`config.mk`:
```
export PLATFORM = sky130hd
export DESIGN_NAME = hamming_syndrome
export DESIGN_NICKNAME = d
export VERILOG_FILES = /design/src/rtl/hamming_text_pkg.sv /design/src/rtl/hamming_syndrome.sv
export SDC_FILE = /design/constraint.sdc
export NUM_CORES = 1
export LEC_CHECK = 0
export CORE_AREA = 2 2 39 41
export DETAILED_ROUTE_END_ITERATION = 16
export DIE_AREA = 0 0 41 43
export PLACE_DENSITY = 0.38
export SLEW_MARGIN = 20
export SYNTH_ARGS = -nofsm -noshare
export SYNTH_HDL_FRONTEND = slang
export SYNTH_SLANG_ARGS = --single-unit
```
`constraint.sdc`:
```
create_clock -name vclk -period 1.15
set_clock_uncertainty 0.05 [all_clocks]
set_input_delay 0.23 -clock vclk [all_inputs]
set_output_delay 0.23 -clock vclk [all_outputs]
set_load 0.01 [all_outputs]
```
`src/rtl/hamming_text_pkg.sv`:
```
// hamming_text_pkg
// Shared constants and helpers for the Hamming(12,8) text decoder.
//   CODE_W / DATA_W : codeword and character widths
//   DATA_POS        : Hamming position (1-based) of each data bit d0..d7
//   syn_class_e     : NONE (clean), CORR (single-bit fix), UNCORR (syndrome 13..15)
package hamming_text_pkg;

    localparam int CODE_W = 12;
    localparam int DATA_W = 8;

    localparam int DATA_POS [DATA_W] = '{3, 5, 6, 7, 9, 10, 11, 12};

    typedef enum logic [1:0] {
        NONE,
        CORR,
        UNCORR
    } syn_class_e;

    function automatic syn_class_e classify(input logic [3:0] syn);
        if (syn == 4'd0) begin
            return NONE;
        end else if (syn <= 4'd12) begin
            return CORR;
        end else begin
            return UNCORR;
        end
    endfunction

    function automatic logic [DATA_W-1:0] extract_data(input logic [CODE_W-1:0] code);
        logic [DATA_W-1:0] d;
        d = '0;
        for (int i = 0; i < DATA_W; i++) begin
            d[i] = code[DATA_POS[i]-1];
        end
        return d;
    endfunction

endpackage

```
`src/rtl/hamming_syndrome.sv`:
```
// hamming_syndrome
// Purely combinational syndrome generator: XOR of the 1-based position
// numbers of every set bit in the codeword.
//   code : codeword, bit i is Hamming position i+1
//   syn  : 4-bit syndrome (0 = no error, 1..12 = error position, 13..15 = invalid)
module hamming_syndrome
    import hamming_text_pkg::*;
(
    input  logic [CODE_W-1:0] code,
    output logic [3:0]        syn
);

    always_comb begin
        syn = '0;
        for (int i = 0; i < CODE_W; i++) begin
            if (code[i]) begin
                syn = syn ^ 4'(i + 1);
            end
        end
    end

endmodule

```
; After elaboration in Yosys (flattened, before gate mapping)
; Cells that the tools add are included.
[word_totals]
regBits = 0
inputBits = 12
out_inout_bits = 4
wordCells = 23
[op_classes]
muxes = 12
bitwise = 11
[op_table]
columns = op, n
row1 = $mux 4, 5
row2 = $mux 3, 4
row3 = $not 2->2, 6
row4 = $not 3->3, 2
row5 = $mux 2, 2
row6 = $not 1->1 const A, 3
row7 = $mux 1, 1

; Depth between registers and ports, before layout
[depth]
word_depth = 20
mapped_depth = 2
ltp_nobuf = 2

; Worst setup path after synthesis
; OpenSTA, ideal clock, no wires.
[synth_path]
path_kind = in2out
from = input code[10]
to = output syn[0]
t_arrival_ns = 0.889
required_time_ns = 0.870
slack_ns = -0.019
stages = 2
path_buffers = 0
cell_sequence = xnor3_1 -> xor2_1
[synth_between]
elab_chain_cells = 2
[synth_rtl]
columns = element, line_no
row1 = "start, declared", hamming_syndrome.sv:9  ; input logic [CODE_W-1:0] code,
row2 = $mux 4 (2 in series), hamming_syndrome.sv:16  ; if (code[i]) begin
row3 = "end, declared", hamming_syndrome.sv:10  ; output logic [3:0] syn
; No other way between the ends.

; Worst setup path after layout
[layout_path]
from = input code[10]
to = output syn[1]
; The elaborated chain is that of the path after synthesis.

==> impl_metrics.csv <==
group,metric,value,unit
timing,period_share,115.1,%
grt,grt_pass1_wl,510,um
finish,final_nets,42,
power,p_leak,0.1932,nW
grt,grt_overflow,0,
synthesis,yosys.area.top_type_share,68.18,%
finish,layout_common_cells,"buf_6, xnor3_1, dlygate4sd2_1, buf_2",
die,dieArea,1763,um^2
grt,grt.total_usage,4.112,%
finish,layout_commonest_cell,"buf_6",
synthesis,synthSimpleGateAreaFrac,0,%
timing,period_needed,1.324,ns
finish,areaGrowthSynthToFinish,116.7,%
timing,finalHoldViolCount,0,
die,core,1384,um^2
synthesis,synth.top_cells.by_area,"xnor3_1, xor2_1, xnor2_1",
synthesis,synth-compound-area-share,0,%
die,start_util,11.93,%
power,netSwitchingFraction,38.24,%
timing,drv_slew,0,
synthesis,ys_seq_area_share,0,%
synthesis,synthMuxAreaShare,0,%
clock_network,cts_hold_buffers,0,
routing,drtIter0Drc,0,
finish,nClkBuffers,0,
run,max-cap-violations,0,
synthesis,synth_top_family_by_area,"XOR/XNOR gates",
finish,drive_gt1_share,57.14,%
power,power.internal,133.4,uW
power,switchingPower,82.61,uW
routing,drcViolationCount,0,
timing,fmaxAchievable,755.5,MHz
synthesis,syn_area_per_cell,15.01,um^2
die,ios,16,
synthesis,synth-adder-area-share,0,%
run_status,status,"finished with violations",
routing,dr.pass1.iters,1,
synthesis,synth_cells,11,
die,rows,14,
routing,final_antenna_net_count,0,
finish,seq_cells,0,
grt,grt_max_degree,3,
power,seq_power_share,0,%
critical_path,cp.arrival,1.04,ns
routing,num_vias,147,
timing,rsz0062_at_grt,"true",
die,die_height,43,um
finish,num-fill-cells,145,
power,comb_power_share,100.0,%
synthesis,synthDistinctLibCells,3,
routing,via_per_inst,3.341,
grt,first_global_vias,138,
synthesis,yosys.area_share.xor_xnor,100.0,%
synthesis,syn_nets,23,
critical_path,end_kind,"output port",
synthesis,synthesis.area,165.2,um^2
power,share_clk_of_total_power,0,%
timing,max_slew_margin,89.41,%
finish,register_area,0,um^2
timing,worst_slack,-0.1736,ns
run_status,violations,"setup timing",
routing,wl,445,um
timing,hold_ws,0.8339,ns
power,powerDensity,603.7,nW/um^2
critical_path,path_class,"in -> out",
critical_path,required,0.87,ns
critical_path,cp-start-kind,"input pin",
timing,finalSetupViolCount,4,
power,finalPower,216.0,uW
die,dieWidth,41,um
power,peakVddDrop,0.0001644,V
min_path,hp-class,"in -> out",
synthesis,yosysTopAreaCell,"xnor3_1",
routing,routedWlPerCell,10.11,um
critical_path,path_max_fanout,2,
synthesis,synth_warnings,0,
placed_design,place_congestion,0.5280,
finish,antenna_cells,0,
grt,grt_antenna_before_repair,0,
timing,tightest_slew,0.1583,ns
placed_design,port-buffer-count,16,
[cell type report]
| class | instances | area, um^2 | area share [%] |
|---|---|---|---|
| repair buffers | 17 | 156.4 | 43.71 |
| multi-input cells | 11 | 181.4 | 50.70 |
| well taps | 16 | 20.02 | 5.594 |
[cells by family after synthesis]
logic type                after synthesis
xor gates and xnor gates               11
[Yosys cell counts]
library cell	n
xnor2_1	2
xnor3_1	5
xor2_1	4
[worst paths after layout]
check / from / to / cells past startpoint
worst max-delay path: code[10] / syn[1] / 4
worst min-delay path: code[4] / syn[2] / 4
[per-stage QoR]
step           setup TNS, ns  setup slack (ns)  std cells  util [%]  area (um^2)
2_1_floorplan              0           0.01403         11         -        181.4
3_3_place_gp          -3.895           -0.9842         43     26.13        361.6
3_5_place_dp          -3.934            -1.012         43     26.13        361.6
4_1_cts              -0.7214           -0.2058         43     24.23        335.3
5_1_grt              -0.7515           -0.2025         44     25.86        357.8
6_report             -0.5727           -0.1736         44     25.86        357.8
[repair_timing]
item | 4_1_cts | 5_1_grt
endpoints found under the setup margin | 4 | 4
pin swaps | 10 | 7
buffers inserted | 0 | 1
resized for setup | 53 | 8
[per-layer routing]
metal | share of wire (%) | global-route usage (%) | up-vias
met5 | 0 | 0 | -
met4 | 0 | 0 | 0
met3 | 18 | 0 | 0
met2 | 46 | 8.750 | 16
met1 | 36 | 4.167 | 61
li1 | - | - | 70
[critical path, cell delays in order]
cell and delay (ns):
buf_8 0.07, xnor3_2 0.45, xor2_2 0.16, buf_2 0.14
[power groups by stage]
stage	Combinational [mW]	Clock [mW]	Sequential, mW
floorplan	0.125	0	0
detailed placement	0.256	0	0
CTS	0.211	0	0
global placement	0.256	0	0
finish	0.216	0	0
global route	0.232	0	0
(Power assumes the default switching activity.)
